### src/rtl/recorder_pkg.sv
// recorder_pkg
//    Shared definitions for the result recorder: the session state encoding,
//    the default sample width and entry count, and a small pointer helper.
package recorder_pkg;

   localparam int REC_WIDTH = 32;
   localparam int REC_DEPTH = 16;

   typedef enum logic [1:0] {
      IDLE    = 2'd0,
      CAPTURE = 2'd1,
      DRAIN   = 2'd2
   } recorder_state_t;

   // Width of a counter that must be able to hold the value DEPTH itself.
   function automatic int count_width(input int depth);
      return $clog2(depth) + 1;
   endfunction

endpackage

### src/rtl/recorder_mem.sv
// recorder_mem
//    Single-clock DEPTH x WIDTH sample store. One synchronous write port and
//    one synchronous read port; read data appears one cycle after i_re and
//    holds until the next read. Contents are not reset.
//
//    Ports
//       i_clk    clock
//       i_we     write enable
//       i_waddr  write address
//       i_wdata  write data
//       i_re     read enable
//       i_raddr  read address
//       o_rdata  registered read data
module recorder_mem
   import recorder_pkg::*;
#(
   parameter int WIDTH = REC_WIDTH,
   parameter int DEPTH = REC_DEPTH
) (
   input  logic                       i_clk,
   input  logic                       i_we,
   input  logic [$clog2(DEPTH)-1:0]   i_waddr,
   input  logic [WIDTH-1:0]           i_wdata,
   input  logic                       i_re,
   input  logic [$clog2(DEPTH)-1:0]   i_raddr,
   output logic [WIDTH-1:0]           o_rdata
);

   logic [WIDTH-1:0] r_mem [DEPTH];
   logic [WIDTH-1:0] r_rdata;

   // Write port.
   always_ff @(posedge i_clk) begin
      if (i_we) begin
         r_mem[i_waddr] <= i_wdata;
      end
   end

   // Read port with one-cycle latency; output holds between reads.
   always_ff @(posedge i_clk) begin
      if (i_re) begin
         r_rdata <= r_mem[i_raddr];
      end
   end

   assign o_rdata = r_rdata;

endmodule

### src/rtl/result_recorder.sv
// result_recorder
//    Captures a session of DUT result samples into a small memory and then
//    hands them back one per request. Sessions run IDLE -> CAPTURE -> DRAIN
//    -> IDLE. Samples beyond DEPTH are dropped and flagged by a sticky
//    overflow bit. All outputs are driven from registers.
//
//    Ports
//       clk           clock, rising edge
//       reset         asynchronous, active-high reset
//       start         begin a new session (IDLE only)
//       stop          end capture early (CAPTURE only)
//       sample_valid  sample_data valid this cycle (CAPTURE only)
//       sample_data   sample to record
//       rd_req        request next stored sample (DRAIN only)
//       rd_data       returned sample, holds when rd_valid=0
//       rd_valid      rd_data valid, one cycle after an accepted rd_req
//       count         samples stored in the current/last session
//       busy          state is not IDLE
//       full          count equals DEPTH
//       overflow      sticky, a sample was dropped this session
//       done          one-cycle pulse when draining completes
module result_recorder
   import recorder_pkg::*;
#(
   parameter int WIDTH = REC_WIDTH,
   parameter int DEPTH = REC_DEPTH
) (
   input  logic                     clk,
   input  logic                     reset,
   input  logic                     start,
   input  logic                     stop,
   input  logic                     sample_valid,
   input  logic [WIDTH-1:0]         sample_data,
   input  logic                     rd_req,
   output logic [WIDTH-1:0]         rd_data,
   output logic                     rd_valid,
   output logic [$clog2(DEPTH):0]   count,
   output logic                     busy,
   output logic                     full,
   output logic                     overflow,
   output logic                     done
);

   localparam int AW = $clog2(DEPTH);
   localparam int CW = count_width(DEPTH);

   recorder_state_t r_state;
   logic [CW-1:0]   r_count;
   logic [AW-1:0]   r_wr_ptr;
   logic [CW-1:0]   r_rd_ptr;
   logic            r_overflow;
   logic            r_full;
   logic            r_busy;
   logic            r_done;
   logic            r_rd_valid;
   logic            r_rd_seen;

   recorder_state_t w_state_nxt;
   logic [CW-1:0]   w_count_nxt;
   logic [AW-1:0]   w_wr_ptr_nxt;
   logic [CW-1:0]   w_rd_ptr_nxt;
   logic            w_overflow_nxt;
   logic            w_done_nxt;
   logic            w_rd_valid_nxt;
   logic            w_mem_we;
   logic            w_mem_re;
   logic [WIDTH-1:0] w_mem_q;

   // Session state machine: next-state and datapath control.
   always_comb begin
      w_state_nxt    = r_state;
      w_count_nxt    = r_count;
      w_wr_ptr_nxt   = r_wr_ptr;
      w_rd_ptr_nxt   = r_rd_ptr;
      w_overflow_nxt = r_overflow;
      w_done_nxt     = 1'b0;
      w_rd_valid_nxt = 1'b0;
      w_mem_we       = 1'b0;
      w_mem_re       = 1'b0;

      case (r_state)
         IDLE: begin
            if (start) begin
               w_count_nxt    = {CW{1'b0}};
               w_wr_ptr_nxt   = {AW{1'b0}};
               w_rd_ptr_nxt   = {CW{1'b0}};
               w_overflow_nxt = 1'b0;
               w_state_nxt    = CAPTURE;
            end else begin
               w_state_nxt    = IDLE;
            end
         end

         CAPTURE: begin
            if (sample_valid && !r_full) begin
               w_mem_we     = 1'b1;
               w_wr_ptr_nxt = r_wr_ptr + AW'(1);
               w_count_nxt  = r_count + CW'(1);
            end else if (sample_valid) begin
               w_overflow_nxt = 1'b1;
            end else begin
               w_count_nxt  = r_count;
            end
            // full is registered, so the state stays in CAPTURE for one cycle
            // with full=1; a sample offered then is the one that overflows.
            if (stop || r_full) begin
               w_state_nxt = DRAIN;
            end else begin
               w_state_nxt = CAPTURE;
            end
         end

         DRAIN: begin
            if (r_count == {CW{1'b0}}) begin
               w_done_nxt  = 1'b1;
               w_state_nxt = IDLE;
            end else if (rd_req && (r_rd_ptr < r_count)) begin
               w_mem_re       = 1'b1;
               w_rd_valid_nxt = 1'b1;
               w_rd_ptr_nxt   = r_rd_ptr + CW'(1);
               if ((r_rd_ptr + CW'(1)) == r_count) begin
                  w_done_nxt  = 1'b1;
                  w_state_nxt = IDLE;
               end else begin
                  w_state_nxt = DRAIN;
               end
            end else begin
               w_state_nxt = DRAIN;
            end
         end

         default: begin
            w_state_nxt = IDLE;
         end
      endcase
   end

   // State, pointers, counters and output flags.
   always_ff @(posedge clk or posedge reset) begin
      if (reset) begin
         r_state    <= IDLE;
         r_count    <= {CW{1'b0}};
         r_wr_ptr   <= {AW{1'b0}};
         r_rd_ptr   <= {CW{1'b0}};
         r_overflow <= 1'b0;
         r_full     <= 1'b0;
         r_busy     <= 1'b0;
         r_done     <= 1'b0;
         r_rd_valid <= 1'b0;
         r_rd_seen  <= 1'b0;
      end else begin
         r_state    <= w_state_nxt;
         r_count    <= w_count_nxt;
         r_wr_ptr   <= w_wr_ptr_nxt;
         r_rd_ptr   <= w_rd_ptr_nxt;
         r_overflow <= w_overflow_nxt;
         r_full     <= (w_count_nxt == CW'(DEPTH));
         r_busy     <= (w_state_nxt != IDLE);
         r_done     <= w_done_nxt;
         r_rd_valid <= w_rd_valid_nxt;
         r_rd_seen  <= r_rd_seen | w_mem_re;
      end
   end

   recorder_mem #(
      .WIDTH (WIDTH),
      .DEPTH (DEPTH)
   ) u_mem (
      .i_clk   (clk),
      .i_we    (w_mem_we),
      .i_waddr (r_wr_ptr),
      .i_wdata (sample_data),
      .i_re    (w_mem_re),
      .i_raddr (r_rd_ptr[AW-1:0]),
      .o_rdata (w_mem_q)
   );

   // The memory has no reset, so rd_data is forced to zero until the first
   // read after reset; afterwards the memory's read register holds the value.
   assign rd_data  = r_rd_seen ? w_mem_q : {WIDTH{1'b0}};
   assign rd_valid = r_rd_valid;
   assign count    = r_count;
   assign busy     = r_busy;
   assign full     = r_full;
   assign overflow = r_overflow;
   assign done     = r_done;

endmodule

### config.mk
export PLATFORM = sky130hd
export DESIGN_NAME = result_recorder
export DESIGN_NICKNAME = d
export VERILOG_FILES = /design/src/rtl/recorder_pkg.sv /design/src/rtl/recorder_mem.sv /design/src/rtl/result_recorder.sv
export SDC_FILE = /design/constraint.sdc
export NUM_CORES = 1
export LEC_CHECK = 0
export CORE_MARGIN = 4
export CORE_UTILIZATION = 47
export DETAILED_ROUTE_END_ITERATION = 10
export GPL_TIMING_DRIVEN = 0
export PLACE_DENSITY = 0.6
export SETUP_SLACK_MARGIN = 0.2
export SLEW_MARGIN = 0
export SYNTH_ARGS = -nofsm -noshare
export SYNTH_HDL_FRONTEND = slang
export SYNTH_SLANG_ARGS = --single-unit
### constraint.sdc
create_clock -name clk -period 8.2 [get_ports clk]
set_input_delay 1.64 -clock clk [delete_from_list [all_inputs] [get_ports clk]]
set_output_delay 1.64 -clock clk [all_outputs]
set_load 0.005 [all_outputs]
# [After elaboration in Yosys (flattened, before gate mapping)]
# Memories as Yosys holds them, arrays and structs flattened. A register that Yosys moved wholly into a read port is not among the register bits.
# Cells that the tools add are included.
[op_classes] add_sub_neg=3 order_cmp=1 eq_ne=10 mux=32 n_bitwise=1 reduce_logical=12
[op_table] op="$mux 32" n=1
[op_table] op="$mux 5" n=5
[op_table] op="$pmux 5 s2" n=2
[op_table] op="$mux 1" n=15
[op_table] op="$ne 2x2->1 const B" n=6
[op_table] op="$add 5x1->5 const B" n=2
[op_table] op="$mux 2" n=4
[op_table] op="$mux 4" n=2
[op_table] op="$pmux 4 s2" n=1
[op_table] op="$reduce_and 4->1" n=2
[op_table] op="$pmux 2 s3" n=1
[op_table] op="$reduce_bool 2->1" n=3
[op_table] op="$eq 5x5->1" n=1
[op_table] op="$eq 5x5->1 const B" n=1
[op_table] op="$logic_not 5->1" n=1
[op_table] op="$lt 5x5->1" n=1
[op_table] op="$add 4x1->4 const B" n=1
[op_table] op="$reduce_and 3->1" n=1
[op_table] op="$eq 2x1->1 const B" n=1
[op_table] op="$eq 2x2->1 const B" n=1
[op_table] op="$logic_and 1x1->1" n=2
[op_table] op="$logic_not 2->1" n=1
[op_table] op="$pmux 1 s2" n=1
[op_table] op="$logic_not 1->1" n=1
[op_table] op="2 further kinds" n=2
[totals] register_bits=22 mem_bits_rw=512 input_bits=38 output_inout_bits=42 elab_cells=70 memories=1
[mem_list] memory="u_mem.r_mem" depth=16 width=32 read_ports=1 rd_clocked_by_memory_dff=1 write_ports=1 line_no="recorder_mem.sv:29" text="logic [WIDTH-1:0] r_mem [DEPTH];"

# [Longest topological paths before layout]
# Gate-level depths: netlist of the first run.
[logic_depth] ltp_word=7 ltp_mapped=10 ltp_nobuf=7

# [Cells and area by module]
# Synthesis of the first run repeated with hierarchy kept, for this count alone.
[unflattened] cells_unflattened=1013 area_unflattened_um2=21655.8
[modules_own_cells] mod="recorder_mem" instances=1 cells_per_inst=838 area_per_inst_um2=20155.6
[modules_own_cells] mod="result_recorder" instances=1 cells_per_inst=175 area_per_inst_um2=1500.2

# [Worst setup path before layout of the first run]
# No wires, ideal clock.
[synth_path] path_kind="input-to-reg" startpoint="input sample_valid" endpoint="memory u_mem.r_mem[0][0] in the netlist's numbering (enable)" setup_ps=502 arrival_ps=5195 required_ps=7698 setup_slack_ps=2504 stages=3 path_buffers=0 path_cell_list="nor3b_1 -> nand2_1 -> nor4_1"
[synth_via] elab_chain_cells=5
[synth_rtl] element="start, declared" line_no="result_recorder.sv:32" text="input logic sample_valid,"
[synth_rtl] element="$logic_and 1x1->1" line_no="result_recorder.sv:95" text="if (sample_valid && !r_full) begin"
[synth_rtl] element="$mux 1" line_no="result_recorder.sv:95"
[synth_rtl] element="$mux 1" line_no="result_recorder.sv:81" text="case (r_state)"
[synth_rtl] element="$mux 1" line_no="recorder_mem.sv:34" text="if (i_we) begin"
[synth_rtl] element="$mux 1 (not written as such)" line_no="recorder_mem.sv:35" text="r_mem[i_waddr] <= i_wdata;"
[synth_rtl] element="end, declared" line_no="recorder_mem.sv:29"
# Every way passes these cells.

# [Final worst setup path of the first run]
[layout_path] startpoint="register r_rd_seen" endpoint="output rd_data[8]"
[layout_via] elab_chain_cells=1
[layout_rtl] element="start, declared" line_no="result_recorder.sv:56" text="logic r_rd_seen;"
[layout_rtl] element="start signal, assigned" line_no="result_recorder.sv:161" text="r_rd_seen <= r_rd_seen | w_mem_re;"
[layout_rtl] element="$mux 32" line_no="result_recorder.sv:180" text="assign rd_data = r_rd_seen ? w_mem_q : {WIDTH{1'b0}};"
[layout_rtl] element="end, declared" line_no="result_recorder.sv:35" text="output logic [WIDTH-1:0] rd_data,"
# Every way passes these cells.

==> results.py, run 1 <==
metrics = {
    "run_status": {
        "status": "finished, final reports clean",
    },
    "routing": {
        "dr.pass1.iters": 4,
        "via_per_inst": 5.78,
        "vias": 11000,
        "ant_nets": 0,
        "route.detailed.drc": 0,
        "wirelength_microns": 51600,
        "wl_per_cell_microns": 27.2,
        "drtIter0Drc": 796,
    },
    "synth": {
        "yosys.area.top_type_share_pct": 73.4,
        "synthDistinctLibCells": 53,
        "netlist_instances": 1056,
        "synthMuxAreaShare_pct": 15.0,
        "yosysTopAreaCell": "edfxtp_1",
        "yosysSeqAreaShare_pct": 75.8,
        "synth-xor-area-share_pct": 0.275,
        "synth_area_per_cell_sq_um": 21.1,
        "ys_ff_latch": 566,
        "synth_compound_area_share_pct": 2.62,
        "synthSimpleGateAreaFrac_pct": 3.55,
        "yosysWarningCount": 0,
        "synth_edf_count": 544,
        "synth_fp_nets": 1106,
        "ys.flop_type": "edfxtp_1",
        "synthesis.area_sq_um": 22300,
        "synth-adder-area-share_pct": 0.674,
        "async_reset_ff_share_pct": 3.89,
        "synth.area.top_cells": "edfxtp_1, mux4_2, mux4_1",
        "synth_top_family_by_area": "multiplexers",
    },
    "timing": {
        "finClkSkew_ps": 24.7,
        "final.setup.tns_ps": 0,
        "slew_headroom_pct": 31.7,
        "worstMarginPinSlew_ps": 1020,
        "rsz0062_at_grt": "false",
        "final_max_slew_viol_count": 0,
        "post-route-period-util_pct": 52.1,
        "fmax_mhz": 234,
        "setup_viol": 0,
        "period_needed_ps": 4270,
        "hold_viol_final": 0,
    },
    "die": {
        "core_sq_um": 46700,
        "ioPinCount": 80,
        "die_y_microns": 226,
        "die_area_sq_um": 50900,
        "initial_utilization_pct": 47.7,
        "rows": 79,
        "dieWidth_microns": 226,
    },
    "finish": {
        "drive_gt1_share_pct": 22.4,
        "final_net_count": 1294,
        "most-common-layout-cells": "edfxtp_1, mux4_2, clkdlybuf4s50_1",
        "n_antenna_cell": 0,
        "seq_area_sq_um": 16900,
        "syn_to_final_growth_pct": 18.2,
        "finish.utilization_pct": 56.4,
        "nFillCells": 3562,
        "final_common_cell": "edfxtp_1",
        "final_cell_count_no_fill": 1896,
        "multiInputGateArea_sq_um": 5000,
    },
    "clocking": {
        "cts-resized-gates": 0,
        "ctsHoldBuffers": 0,
        "clock_latency_ps": 610,
        "cts_tree": "built",
        "cts_max_level": 2,
        "cts_buffers": 58,
        "cts_root_buf": "clkbuf_16",
        "clkTransAtPathRegs_ps": 60,
        "clock_sinks": 566,
        "cts_setup_buffers": 0,
        "clk_path_buf_depth": 3,
    },
    "global_routing": {
        "grt_max_degree": 25,
        "grt_pass1_wl_microns": 76000,
        "grt_pass1_vias": 11300,
        "antenna_found_initial": 2,
        "grt_overflow": 0,
        "grt_util_all_layers_pct": 20.6,
    },
    "placed_design": {
        "gp_congestion": 0.794,
        "numPortBuffers": 79,
        "dp_hpwl_microns": 33200,
        "place_inst": 1791,
    },
    "power": {
        "powerDensity_nw_per_um2": 272,
        "peakVddDrop_uv": 178,
        "p_leak_uw": 0.00838,
        "power.total_uw": 7170,
    },
    "setup_path": {
        "cp-start-kind": "flip-flop",
        "worst-path-max-fanout": 10,
        "cp-end-kind": "primary output",
        "worstPathRequired_ps": 6560,
        "path_class": "reg2out",
        "crit_arrival_ps": 2630,
    },
    "flow_run": {
        "max_cap_violations": 0,
    },
    "worst_hold_path": {
        "hold_path_class": "reg2reg",
    },
}
-- synthesized netlist by cell type (2+ instances only) --
| library cell | number |
|---|---|
| nand2b_1 | 3 |
| buf_12 | 2 |
| nand3_1 | 5 |
| inv_1 | 21 |
| nand3b_1 | 2 |
| a22oi_1 | 2 |
| xnor2_1 | 2 |
| mux2i_1 | 35 |
| dlygate4sd1_1 | 2 |
| buf_2 | 11 |
| buf_6 | 7 |
| nor4_1 | 6 |
| o211ai_1 | 2 |
| a31oi_1 | 5 |
| nor3b_1 | 2 |
| edfxtp_1 | 544 |
| mux4_1 | 23 |
| xor2_1 | 5 |
| nand2_1 | 16 |
| a211oi_1 | 34 |
| mux4_2 | 105 |
| nor4b_1 | 2 |
| dfrtp_1 | 22 |
| a21oi_1 | 32 |
| nor2b_1 | 4 |
| clkbuf_1 | 22 |
| o21ai_0 | 5 |
| nor2_1 | 17 |
| nor3_1 | 6 |
| buf_4 | 12 |
| and2_1 | 66 |
| ha_1 | 12 |
| nand4_1 | 2 |
-- power breakdown --
| group | internal, uW | switching (uW) | total (uW) |
|---|---|---|---|
| clock network | 1460 | 1060 | 2520 |
| logic | 653 | 653 | 1310 |
| registers | 3290 | 47.0 | 3340 |
-- flip-flops by register name, indices dropped and copies added (netlist names) --
name / flops
u_mem.r_mem: 512
u_mem.o_rdata: 32
count: 5
r_rd_ptr: 5
r_wr_ptr: 4
r_state: 2
busy: 1
done: 1
full: 1
overflow: 1
r_rd_seen: 1
rd_valid: 1
-- kinds of logic after synthesis --
family	Yosys count
compound gates	90
xor+xnor	7
fa+ha+maj	12
buf+inv	79
flops	566
mux	164
simple gates	138
-- stage by stage --
stage / hold slack (ps) / setup slack [ps] / cell area, sq um
after CTS: 547 / 3860 / 26300
final: 539 / 3930 / 26300
after floorplan: 500 / 2500 / 22300
after global placement: 528 / -2230 / 23800
after detailed placement: 531 / 3560 / 24500
after global routing: 602 / 3800 / 26300
-- worst paths after layout --
kind / from / to / slack, ps / cells after the start
worst max-delay path: r_rd_seen$_DFF_PP0_ / rd_data[8] / 3930 / 3
worst min-delay path: overflow$_DFFE_PP0P_ / overflow$_DFFE_PP0P_ / 540 / 2
worst max register to register: r_rd_ptr[0]$_DFFE_PP0P_ / u_mem.o_rdata[11]$_DFFE_PP_ / 5200 / 11
worst min register to register: overflow$_DFFE_PP0P_ / overflow$_DFFE_PP0P_ / 540 / 2
max in group asynchronous: reset / r_rd_ptr[3]$_DFFE_PP0P_ / 6100 / 2
min in group asynchronous: reset / count[3]$_DFF_PP0_ / 1530 / 2
-- layer usage --
layer	wire, microns	vias up	share of wire (%)	GRT usage, %
li1	-	4736	-	-
met1	21800	5823	42	28.7
met2	25800	325	50	34.0
met3	2840	71	5.5	3.59
met4	1120	4	2.2	5.65
met5	27	-	0.052	0
-- area by class of cell --
class / instances / share of cell area (%)
flip-flops and latches: 566 / 64.1
multi-input cells: 411 / 19.0
clock buffers: 74 / 5.90
repair buffers: 128 / 5.35
well taps: 607 / 2.88
plain buffers: 58 / 1.47
clock inverters: 31 / 0.984
inverters: 21 / 0.299
-- worst max-delay path, cell delays in order (launching register included) --
cell             delay [ps]
dfrtp_1                 660
clkbuf_1                580
and2_1                  270
clkdlybuf4s50_1         520
No activity file was read; power rests on OpenSTA's default activity.
==> run 2: changes to the inputs <==
--- a/config.mk
+++ b/config.mk
@@ -9,7 +9,7 @@
 export CORE_UTILIZATION = 47
 export DETAILED_ROUTE_END_ITERATION = 10
 export GPL_TIMING_DRIVEN = 0
-export PLACE_DENSITY = 0.6
+export PLACE_DENSITY = 0.62
 export SETUP_SLACK_MARGIN = 0.2
 export SLEW_MARGIN = 0
 export SYNTH_ARGS = -nofsm -noshare
==> constraint.sdc (replaced) <==
create_clock -name clk -period 3.91 [get_ports clk]
set_input_delay 0.782 -clock clk [delete_from_list [all_inputs] [get_ports clk]]
set_output_delay 0.782 -clock clk [all_outputs]
set_load 0.005 [all_outputs]
==> results.py, run 2 (synthesis gave the netlist of run 1 again) <==
metrics = {
    "flow_run": {
        "max_cap_violations": 0,
    },
    "timing": {
        "hold_viol_final": 0,
        "setup_slack_ps": 583,
        "whs_ps": 538,
        "finClkSkew_ps": 15.6,
        "period_needed_ps": 3330,
        "slew_headroom_pct": 34.4,
        "post-route-period-util_pct": 85.1,
        "final.setup.tns_ps": 0,
        "fmax_mhz": 301,
        "rsz0062_at_grt": "false",
        "setup_viol": 0,
        "final_max_slew_viol_count": 0,
        "worstMarginPinSlew_ps": 984,
    },
    "setup_path": {
        "cp-start-kind": "flip-flop",
        "critPathBufInv": 2,
        "regToRegEndpoint": "u_mem.o_rdata[17]$_DFFE_PP_",
        "startpoint": "r_rd_seen$_DFF_PP0_",
        "crit_path_end": "rd_data[9]",
        "critical_path.max_stage_delay_ps": 670,
        "worst-path-max-fanout": 10,
        "crit_arrival_ps": 2550,
        "worstPathRequired_ps": 3130,
        "cp_top_family": "buffers and inverters",
        "r2r-start": "r_rd_ptr[0]$_DFFE_PP0P_",
        "path_depth": 3,
        "crit_path_cell_trace": "clkbuf_1 > and2_1 > clkdlybuf4s50_1",
        "r2r_cells": 11,
        "cp_slowest_cell": "dfrtp_1",
        "path_class": "reg2out",
        "cp-end-kind": "primary output",
        "ff2ff_setup_slack_ps": 820,
    },
    "clocking": {
        "cts_buffers": 59,
        "cts_tree": "built",
        "clock_sinks": 566,
        "clkTransAtPathRegs_ps": 60,
        "clk_path_buf_depth": 3,
        "cts_root_buf": "clkbuf_16",
        "clock_latency_ps": 620,
        "cts-resized-gates": 0,
        "ctsHoldBuffers": 0,
        "cts_setup_buffers": 0,
        "cts_max_level": 2,
    },
    "run_status": {
        "status": "finished, final reports clean",
    },
    "die": {
        "die_y_microns": 226,
        "initial_utilization_pct": 47.7,
        "dieWidth_microns": 226,
        "die_area_sq_um": 50900,
        "core_sq_um": 46700,
        "rows": 79,
        "ioPinCount": 80,
    },
    "finish": {
        "largest_reg_flops": 512,
        "most-common-layout-cells": "edfxtp_1, mux4_2, clkdlybuf4s50_1",
        "seq_area_sq_um": 16900,
        "regMostFlops": "u_mem.r_mem",
        "final_common_cell": "edfxtp_1",
        "drive_gt1_share_pct": 22.5,
        "final_cell_count_no_fill": 1893,
        "nFillCells": 3551,
        "final_net_count": 1289,
        "n_antenna_cell": 0,
        "multiInputGateArea_sq_um": 5010,
        "syn_to_final_growth_pct": 18.3,
    },
    "power": {
        "powerDensity_nw_per_um2": 577,
        "peakVddDrop_uv": 353,
        "power.total_uw": 15200,
        "p_leak_uw": 0.00838,
    },
    "placed_design": {
        "dp_hpwl_microns": 32300,
        "place_inst": 1785,
        "dp_slack_ps": 105,
        "numPortBuffers": 79,
        "gp_congestion": 0.798,
    },
    "routing": {
        "vias": 10900,
        "via_per_inst": 5.73,
        "ant_nets": 0,
        "dr.pass1.iters": 5,
        "wl_per_cell_microns": 26.4,
        "wirelength_microns": 50000,
        "drtIter0Drc": 909,
        "route.detailed.drc": 0,
    },
    "worst_hold_path": {
        "hold_depth": 2,
        "hold_path_class": "reg2reg",
        "hold_start": "overflow$_DFFE_PP0P_",
    },
    "global_routing": {
        "grt_pass1_wl_microns": 74400,
        "grt_overflow": 0,
        "antenna_found_initial": 1,
        "grt_pass1_vias": 11200,
        "grt_util_all_layers_pct": 20.0,
        "grt_max_degree": 24,
    },
}
==> run 2: cell count changes in the layout (fill, tap and decap cells not counted), moves of 2 or more <==
cell / change
buf_6: -10
clkinv_2: +5
bufinv_16: +2
nor3_2: -2
clkbuf_8: -2
clkbuf_1: -4
buf_12: +2
buf_4: +3
nor3_4: +2
==> run 2: per-layer routing <==
layer  wire (microns)  track usage, %  up-vias
li1                 -               -     4732
met1            20900            27.6     5731
met2            25100            33.4      324
met3             2830            4.20       67
met4             1090            4.82        2
met5               13               0        -
==> run 2: worst min-delay path by stage <==
stage / slack [ps] / endpoint
finish: 540 / overflow$_DFFE_PP0P_
global route: 590 / overflow$_DFFE_PP0P_
CTS: 550 / overflow$_DFFE_PP0P_
detailed placement: 530 / overflow$_DFFE_PP0P_
global placement: 520 / overflow$_DFFE_PP0P_
floorplan: 500 / r_rd_seen$_DFF_PP0_
==> run 2: where the power goes <==
part           internal, uW  switching (uW)  total [uW]
Sequential             6910            98.8        7000
Clock                  3190            2260        5460
Combinational          1370            1360        2730
==> run 2: layout make-up <==
cell class / instances / area share, %
clock buffers: 69 / 5.83
flip-flops and latches: 566 / 64.1
plain buffers: 58 / 1.47
multi-input cells: 411 / 19.0
well taps: 607 / 2.88
repair buffers: 122 / 5.05
clock inverters: 39 / 1.35
inverters: 21 / 0.299
==> run 2: worst min-delay path: stages (launching register included) <==
cell and delay [ps]:
dfrtp_1 360, a31oi_1 50, nor2_1 90
==> run 2: metrics by stage <==
stage | utilization, % | instance area, sq um
6_report | 56.5 | 26300
5_1_grt | 56.5 | 26300
4_1_cts | 56.5 | 26300
3_5_place_dp | 52.4 | 24500
3_3_place_gp | 51.1 | 23800
2_1_floorplan | - | 22300
